File: src/rtl/stg4ma_dmem_resp_pkg.sv
`default_nettype none
// ============================================================================
// Module      : stg4ma_dmem_resp_pkg
// Description : Shared widths, FSM state type and range helper for the
//               memory-access stage data-memory responder.
// Revision    : 1.0 - initial release
// ============================================================================
package stg4ma_dmem_resp_pkg;

    localparam int c_size_addr = 16;
    localparam int c_size_data = 16;
    localparam int c_cnt_w     = 4;

    typedef enum logic [1:0] {
        S_IDLE = 2'd0,
        S_WAIT = 2'd1,
        S_RESP = 2'd2
    } state_t;

    // True when any address bit above the array index range is set.
    function automatic logic addr_out_of_range(input logic [c_size_addr-1:0] addr,
                                               input int depth_log2);
        return (addr >> depth_log2) != '0;
    endfunction

endpackage
`default_nettype wire

File: src/rtl/stg4ma_dmem_array.sv
`default_nettype none
// ============================================================================
// Module      : stg4ma_dmem_array
// Description : Single-port synchronous word RAM, read-first, registered
//               read data updated only when enabled. Contents are never reset.
// Revision    : 1.0 - initial release
// ============================================================================
module stg4ma_dmem_array #(
    parameter int DEPTH_LOG2 = 8,
    parameter int WIDTH      = 16
) (
    input  logic                  iw_clk,
    input  logic                  iw_en,
    input  logic                  iw_we,
    input  logic [DEPTH_LOG2-1:0] iw_addr,
    input  logic [WIDTH-1:0]      iw_wdata,
    output logic [WIDTH-1:0]      ow_rdata
);

    logic [WIDTH-1:0] r_mem [2**DEPTH_LOG2];
    logic [WIDTH-1:0] r_rdata;

    always_ff @(posedge iw_clk) begin
        if (iw_en) begin
            if (iw_we) begin
                r_mem[iw_addr] <= iw_wdata;
            end
            r_rdata <= r_mem[iw_addr];
        end
    end

    assign ow_rdata = r_rdata;

endmodule
`default_nettype wire

File: src/rtl/stg4ma_dmem_resp.sv
`default_nettype none
// ============================================================================
// Module      : stg4ma_dmem_resp
// Description : Fixed-latency data-memory responder for the MA stage; one
//               outstanding request, valid/ready request and response ports.
// Revision    : 1.0 - initial release
// ============================================================================
module stg4ma_dmem_resp
    import stg4ma_dmem_resp_pkg::*;
#(
    parameter int DEPTH_LOG2 = 8,
    parameter int LATENCY    = 2
) (
    input  logic                   iw_clk,
    input  logic                   iw_rst,
    input  logic                   iw_req_valid,
    output logic                   ow_req_ready,
    input  logic                   iw_req_we,
    input  logic [c_size_addr-1:0] iw_req_addr,
    input  logic [c_size_data-1:0] iw_req_wdata,
    input  logic [c_size_addr-1:0] iw_req_pc,
    output logic                   ow_rsp_valid,
    input  logic                   iw_rsp_ready,
    output logic [c_size_data-1:0] ow_rsp_rdata,
    output logic                   ow_rsp_we,
    output logic                   ow_rsp_err,
    output logic [c_size_addr-1:0] ow_rsp_pc
);

    state_t                 r_state;
    logic [c_cnt_w-1:0]     r_cnt;
    logic                   r_we;
    logic [c_size_addr-1:0] r_addr;
    logic [c_size_data-1:0] r_wdata;
    logic [c_size_addr-1:0] r_pc;
    logic                   r_rsp_valid;
    logic                   r_rsp_we;
    logic                   r_rsp_err;
    logic [c_size_addr-1:0] r_rsp_pc;
    logic                   r_rdata_sel;

    logic                   w_access;
    logic                   w_err;
    logic [c_size_data-1:0] w_ram_rdata;

    assign w_access = (r_state == S_WAIT) && (r_cnt == '0);
    assign w_err    = addr_out_of_range(r_addr, DEPTH_LOG2);

    // Write is gated by reset so a transaction dropped in S_WAIT never commits.
    stg4ma_dmem_array #(
        .DEPTH_LOG2 (DEPTH_LOG2),
        .WIDTH      (c_size_data)
    ) u_array (
        .iw_clk   (iw_clk),
        .iw_en    (w_access && !w_err && !iw_rst),
        .iw_we    (w_access && !w_err && r_we && !iw_rst),
        .iw_addr  (r_addr[DEPTH_LOG2-1:0]),
        .iw_wdata (r_wdata),
        .ow_rdata (w_ram_rdata)
    );

    always_ff @(posedge iw_clk) begin
        if (iw_rst) begin
            r_state     <= S_IDLE;
            r_cnt       <= '0;
            r_we        <= 1'b0;
            r_addr      <= '0;
            r_wdata     <= '0;
            r_pc        <= '0;
            r_rsp_valid <= 1'b0;
            r_rsp_we    <= 1'b0;
            r_rsp_err   <= 1'b0;
            r_rsp_pc    <= '0;
            r_rdata_sel <= 1'b0;
        end else begin
            case (r_state)
                S_IDLE: begin
                    if (iw_req_valid) begin
                        r_we    <= iw_req_we;
                        r_addr  <= iw_req_addr;
                        r_wdata <= iw_req_wdata;
                        r_pc    <= iw_req_pc;
                        r_cnt   <= c_cnt_w'(LATENCY - 1);
                        r_state <= S_WAIT;
                    end
                end
                S_WAIT: begin
                    if (r_cnt != '0) begin
                        r_cnt <= r_cnt - 1'b1;
                    end else begin
                        r_rsp_valid <= 1'b1;
                        r_rsp_we    <= r_we;
                        r_rsp_pc    <= r_pc;
                        r_rsp_err   <= w_err;
                        r_rdata_sel <= !r_we && !w_err;
                        r_state     <= S_RESP;
                    end
                end
                S_RESP: begin
                    if (iw_rsp_ready) begin
                        r_rsp_valid <= 1'b0;
                        r_state     <= S_IDLE;
                    end
                end
                default: r_state <= S_IDLE;
            endcase
        end
    end

    assign ow_req_ready = (r_state == S_IDLE);
    assign ow_rsp_valid = r_rsp_valid;
    assign ow_rsp_we    = r_rsp_we;
    assign ow_rsp_err   = r_rsp_err;
    assign ow_rsp_pc    = r_rsp_pc;
    // RAM output register holds between accesses, so masking keeps rdata stable.
    assign ow_rsp_rdata = r_rdata_sel ? w_ram_rdata : '0;

endmodule
`default_nettype wire

File: config.mk
export PLATFORM = sky130hd
export DESIGN_NAME = stg4ma_dmem_resp
export DESIGN_NICKNAME = d
export VERILOG_FILES = /design/src/rtl/stg4ma_dmem_resp_pkg.sv /design/src/rtl/stg4ma_dmem_array.sv /design/src/rtl/stg4ma_dmem_resp.sv
export SDC_FILE = /design/constraint.sdc
export NUM_CORES = 2
export LEC_CHECK = 0
export BUFFER_PORTS_ARGS = -buffer_cell sky130_fd_sc_hd__buf_2
export CAP_MARGIN = 0
export CORE_UTILIZATION = 30
export CTS_BUF_LIST = sky130_fd_sc_hd__clkbuf_8
export CTS_CLUSTER_SIZE = 40
export DETAILED_ROUTE_END_ITERATION = 10
export SKIP_CTS_REPAIR_TIMING = 1
export SLEW_MARGIN = 10
export SYNTH_ARGS = -nofsm -noshare
export SYNTH_HDL_FRONTEND = slang
export SYNTH_HIERARCHICAL = 1
export SYNTH_SLANG_ARGS = --single-unit
File: constraint.sdc
create_clock -name iw_clk -period 8.25 [get_ports iw_clk]
set_input_delay 0.4125 -clock iw_clk [delete_from_list [all_inputs] [get_ports iw_clk]]
set_output_delay 0.4125 -clock iw_clk [all_outputs]
set_load 0.01 [all_outputs]
# ---- Yosys cells after proc, flatten, opt, wreduce, memory -nomap -nowiden
# Memories as Yosys holds them, arrays and structs flattened. A register that Yosys moved wholly into a read port is not among the register bits.
# Cells that the tools add are included.
dict set report op_classes {
  reduce_logical 20
  addsub 1
  bitwise 1
  n_eq_ne 6
  muxes 14
}
# operator n
set op_table {}
lappend op_table {{2-to-1 mux 16 bit} 1}
lappend op_table {{nonzero test 16 bit} 1}
lappend op_table {{AND reduction 3 bit} 3}
lappend op_table {{2-to-1 mux 4 bit} 2}
lappend op_table {{case mux 4 bit (2 select lines)} 1}
lappend op_table {{logical AND 1 bit} 6}
lappend op_table {{2-to-1 mux 2 bit} 3}
lappend op_table {{inequality test 2 bit, second input constant} 3}
lappend op_table {{case mux 2 bit (3 select lines)} 1}
lappend op_table {{2-to-1 mux 1 bit} 5}
lappend op_table {{logical NOT 4 bit} 1}
lappend op_table {{AND reduction 2 bit} 2}
lappend op_table {{nonzero test 2 bit} 2}
lappend op_table {{nonzero test 4 bit} 1}
lappend op_table {{subtractor 4 x 1 -> 4 bit, second input constant} 1}
lappend op_table {{logical NOT 1 bit} 3}
lappend op_table {{equality test 2 x 1 -> 1 bit, second input constant} 1}
lappend op_table {{equality test 2 bit, second input constant} 1}
lappend op_table {{logical NOT 2 bit} 1}
lappend op_table {{inequality test 2 x 1 -> 1 bit, second input constant} 1}
lappend op_table {{case mux 1 bit (2 select lines)} 1}
lappend op_table {{NOT 1 bit} 1}
dict set report totals {
  ram_bits 4096
  input_bits 53
  out_inout_bits 36
  regBits 75
  n_memories 1
  elab_cells 54
}
# name depth word_bits read_ports rd_clocked_by_memory_dff write_ports line
set mem_list {}
lappend mem_list {u_array.r_mem 256 16 1 1 1 stg4ma_dmem_array.sv:20} ;# logic [WIDTH-1:0] r_mem [2**DEPTH_LOG2];

# ---- Longest topological paths before layout
dict set report logic_depth {
  ltp_word 8
  mapped_depth 11
  mapped_depth_nobuf 9
}

# ---- Modules after synthesis
# The synthesis kept the hierarchy.
# mod cells_each area_per_inst_um2 seq_area_each_um2 instances
set modules_own_cells {}
lappend modules_own_cells {stg4ma_dmem_array 6704 155241.4 123478.4 1}
lappend modules_own_cells {stg4ma_dmem_resp 365 2927.8 1501.4 1}

# ---- Least setup slack after synthesis
# OpenSTA, ideal clock, no wires.
dict set report synth_path {
  path_type {register to register}
  startpoint {register r_cnt[0]}
  endpoint {memory u_array.r_mem[105][0] (enable)}
  t_required_ps 7862
  stages_incl_launch_ff 12
  slack_ps 3626
  synth_period_minus_slack_ps 4624
  n_path_buf 2
  setup_ps 388
  arrival_time_ps 4236
  cell_sequence {dfxtp_1 -> inv_1 -> ha_1 -> nor3b_2 -> buf_2 -> nand2_1 -> nor3_1 -> nand2_1 -> nor3b_1 -> nand2_1 -> clkbuf_1 -> nor2_1}
}
dict set report synth_between {
  elab_chain_len 8
  elab_cells_between_ends 9
  cone_classes {mux: 3; reduce/logical: 6}
}
# item line
set synth_lines {}
lappend synth_lines {{from (decl)} stg4ma_dmem_resp.sv:31} ;# logic [c_cnt_w-1:0] r_cnt;
lappend synth_lines {{from (signal assigned)} stg4ma_dmem_resp.sv:83} ;# r_cnt <= c_cnt_w'(LATENCY - 1);
lappend synth_lines {{from (signal assigned)} stg4ma_dmem_resp.sv:89} ;# r_cnt <= r_cnt - 1'b1;
lappend synth_lines {{logical NOT 4 bit (*)} stg4ma_dmem_resp.sv:46} ;# assign w_access = (r_state == S_WAIT) && (r_cnt == '0);
lappend synth_lines {{logical AND 1 bit (*)} stg4ma_dmem_resp.sv:46}
lappend synth_lines {{logical AND 1 bit (*)} {stg4ma_dmem_resp.sv:55, stg4ma_dmem_resp.sv:56}}
lappend synth_lines {{logical AND 1 bit (2 in series)} stg4ma_dmem_resp.sv:56} ;# .iw_we (w_access && !w_err && r_we && !iw_rst),
lappend synth_lines {{2-to-1 mux 1 bit} stg4ma_dmem_array.sv:25} ;# if (iw_we) begin
lappend synth_lines {{2-to-1 mux 1 bit (*)} stg4ma_dmem_array.sv:24} ;# if (iw_en) begin
lappend synth_lines {{2-to-1 mux 1 bit (implied by the code) (*)} stg4ma_dmem_array.sv:26} ;# r_mem[iw_addr] <= iw_wdata;
lappend synth_lines {{to (decl)} stg4ma_dmem_array.sv:20}
# Mark *: on every way between the ends. The rest lies on a longest branch, timed or not.

# ---- Final worst setup path
dict set report layout_path {
  startpoint {register r_cnt[0]}
  endpoint {memory u_array.r_mem[173][7] (enable)}
}
# The elaborated chain is that of the path after synthesis.

==> impl_metrics.csv <==
group,metric,value,unit
status,status,"completed",
global_routing,antenna_found_initial,34,
final_layout,num-nets-final,8016,
floorplan,coreArea,525000,sq um
synth,ys_top_cells_by_area,"sky130_fd_sc_hd__edfxtp_1 (78%), sky130_fd_sc_hd__mux4_2 (15%), sky130_fd_sc_hd__a22oi_1 (2.4%)",
power_and_ir_drop,power.density,230,nW/um^2
route,drc_errors,0,
placed_design,place_congestion,0.829,
synth,synth.net_count,7123,
timing,final.setup.tns,0,ns
timing,finalCritPeriodShare,69.3,%
synth,synth_edf_count,4112,
timing,maxSlewHeadroom,6.04,%
synth,synth.cell_area,158000,sq um
cts,clock_tree.buffer_depth,4,
synth,ys_top_cells_by_count,"sky130_fd_sc_hd__edfxtp_1 (4,112), sky130_fd_sc_hd__mux4_2 (1,024), sky130_fd_sc_hd__a22oi_1 (512)",
route,drtIter0Drc,9597,
synth,most_frequently_used_flop_master_after_synthesis,"sky130_fd_sc_hd__edfxtp_1",
floorplan,chipWidth,728,microns
setup_path,crit_path_start_kind,"register",
min_path,holdCritPathClass,"input port to register",
setup_path,worstPathBufferInverterCount,2,
route,vias_per_cell,5.11,
synth,synth_top_cell_by_area,"sky130_fd_sc_hd__edfxtp_1",
setup_path,end_kind,"register",
timing,fin_worst_skew,0.0858,ns
setup_path,rr_worst_depth,10,
setup_path,cp.required,9.09,ns
timing,worstMarginPinSlew,1.40,ns
final_layout,fin_area,183000,sq um
setup_path,worst-path-stages,10,
cts,cts_htree_levels,6,
final_layout,utilization,34.8,%
floorplan,floorplan.die.height,728,microns
setup_path,cp_common_cell,"sky130_fd_sc_hd__nand2_1",
synth,synthCells,7069,
global_routing,grt-ovfl-total,0,
placed_design,post-dp-hpwl,232,mm
setup_path,crit_family,"simple AND/OR/NAND/NOR gates",
synth,synth-seq-cells,4187,
final_layout,syn_to_final_growth,15.6,%
cts,clkTransAtPathRegs,0.06,ns
synth,yosys_warnings,6,
global_routing,grt_util_all_layers,15.0,%
synth,post-synth-top-area-fraction,78.1,%
route,via_count,78800,
synth,number_of_distinct_standard_cells_referenced_by_the_synthesized_netlist,41,
synth,post_synth.cell_area_avg,22.4,sq um
global_routing,global_route_wire_length_before_repair,580,mm
timing,slew_viol_final,0,
route,finalWirelength,416,mm
route,routed_wirelength_normalized_by_instance_count,27.0,microns
floorplan,row_count,266,
timing,finalCriticalPeriod,5.72,ns
cts,cts-root-buf,"sky130_fd_sc_hd__clkbuf_8",
placed_design,placement.cell_area,170000,sq um
setup_path,slowest_stage,"sky130_fd_sc_hd__nor2_2",
route,ant_nets,0,
timing,final-setup-viol-count,0,
placed_design,port-buffer-count,88,
cts,tritoncts,"yes",
power_and_ir_drop,ir_worst_vdd,0.157,mV
setup_path,worst-setup-path-type,"register to register",
final_layout,layout-drive-gt1-share,28.2,%
setup_path,critical_path_arrival,6.55,ns
setup_path,slowest_cell_delay_on_critical_path,1.24,ns
timing,max_fclk,175,MHz
timing,rsz_0062_raised_after_global_routing,"no",
global_routing,grt_pass1_vias,79400,
cts,cts.sinks,4187,
route,dr.pass1.iters,6,
setup_path,crit_fanout,22,
power_and_ir_drop,totalPowerFinal,42.0,mW
min_path,worstHoldPathCells,4,
cts,numCtsBuffers,650,
timing,timing.final.hold_violations,0,
power_and_ir_drop,power.static_leakage,55.1,nW
floorplan,floorplan.die_area,530000,sq um
synth,async_reset_ff_share,0,%
synth,synth-seq-area-share,79.0,%
timing,hold_slack,0.0706,ns
global_routing,maximum_number_of_pins_on_one_net_before_global_route_repair,213,
synth,yosysMostFrequentCell,"sky130_fd_sc_hd__edfxtp_1",
floorplan,boundaryPins,89,
job,timing.max_cap.violations,0,
floorplan,start_util,30.1,%
setup_path,critical_path.cell_chain,"inv_1, ha_1, nor3b_2, buf_4, nand2_1, nor4b_2, nand2_1, nor3b_1, nand2_2, nor2_2",
cts,clock_insertion_delay_worst_skew,1.25,ns
## flip-flops by register name, summed over array words and instances (netlist names), 2 cells and up
name	count
u_array/r_mem	4096
ow_rsp_pc	16
r_addr	16
u_array/ow_rdata	16
r_state	2
r_pc	16
r_wdata	16
r_cnt	4
## kinds of logic (layout without fill, tap and decap cells)
| group | Yosys count | after routing | synth area share, % |
|---|---|---|---|
| compound gates | 928 | 928 | 3.93 |
| fa+ha+maj | 1 | 1 | 0.00791 |
| buf+inv | 447 | 1819 | 1.18 |
| flops | 4187 | 4187 | 79.0 |
| mux | 1024 | 1024 | 14.6 |
| other cells | 0 | 16 | 0 |
| simple gates | 482 | 482 | 1.29 |
## layout by cell type (no fill, tap or decap), types with 5 or more instances in the layout
cell,Yosys,final
sky130_fd_sc_hd__inv_12,0,5
sky130_fd_sc_hd__o41ai_4,0,6
sky130_fd_sc_hd__nand3_1,22,22
sky130_fd_sc_hd__nor2_2,0,10
sky130_fd_sc_hd__dfxtp_4,0,18
sky130_fd_sc_hd__buf_6,2,6
sky130_fd_sc_hd__dlygate4sd3_1,0,182
sky130_fd_sc_hd__a22oi_1,512,512
sky130_fd_sc_hd__nor2_1,262,250
sky130_fd_sc_hd__a21oi_1,326,326
sky130_fd_sc_hd__diode_2,0,16
sky130_fd_sc_hd__inv_1,5,224
sky130_fd_sc_hd__o21ai_0,18,18
sky130_fd_sc_hd__o41ai_2,0,28
sky130_fd_sc_hd__inv_6,0,17
sky130_fd_sc_hd__clkbuf_8,0,659
sky130_fd_sc_hd__buf_4,11,371
sky130_fd_sc_hd__dfxtp_1,75,57
sky130_fd_sc_hd__mux4_2,1024,1024
sky130_fd_sc_hd__nand2_2,0,16
sky130_fd_sc_hd__edfxtp_1,4112,4112
sky130_fd_sc_hd__buf_12,0,33
sky130_fd_sc_hd__nand2_1,131,114
sky130_fd_sc_hd__o41ai_1,64,30
sky130_fd_sc_hd__nand4_1,16,16
sky130_fd_sc_hd__clkinv_8,0,7
sky130_fd_sc_hd__bufinv_16,0,8
sky130_fd_sc_hd__clkinv_1,0,149
sky130_fd_sc_hd__buf_2,107,90
sky130_fd_sc_hd__clkinvlp_4,0,16
sky130_fd_sc_hd__clkinv_2,0,42
sky130_fd_sc_hd__and2_1,18,17
sky130_fd_sc_hd__inv_8,0,9
## power breakdown
part / switching (mW) / leakage [nW] / internal, mW / total [mW]
logic: 1.71 / 11.2 / 0.947 / 2.66
registers: 0.160 / 37.3 / 23.5 / 23.7
clock network: 7.97 / 6.63 / 7.70 / 15.7
## layout make-up
class	count	area [sq um]
fill	48000	342000
sequential	4187	125000
multi-input combinational	2435	31800
clock buffer	659	9070
tap	6968	8720
timing repair buffer	683	5810
clock inverter	472	2400
antenna	16	40.0
inverter	5	18.8
## final timing paths
check / from / to / slack [ns]
max reg2reg: r_cnt[0]$_SDFFE_PP0P_ / u_array/r_mem[173][7]$_DFFE_PP_ / 2.53
min reg2reg: r_pc[8]$_SDFFE_PP0P_ / ow_rsp_pc[8]$_SDFFE_PP0P_ / 0.48
min: iw_rsp_ready / r_state[1]$_SDFFE_PP0P_ / 0.07
max: r_cnt[0]$_SDFFE_PP0P_ / u_array/r_mem[173][7]$_DFFE_PP_ / 2.53
## metrics by stage
step	cells	setup WS [ns]
after CTS	15200	2.68
after detailed placement	14100	2.72
final	15400	2.53
after global routing	15400	2.46
after floorplan	7069	3.63
after global placement	14100	2.60
## metal layers
layer	up-vias	track usage [%]	part of all wire, %
met5	-	0	0.015
met4	10	5.63	3.8
met3	778	2.98	8.7
met2	3980	24.2	48
met1	42000	20.0	39
li1	32000	-	-
## worst min-delay path, delay by kind of cell
kind	cells	cell delay, ns
buf+inv	2	0.67
simple gates	1	0.11
compound gates	1	0.07
Power figures use the tool's default switching activity.
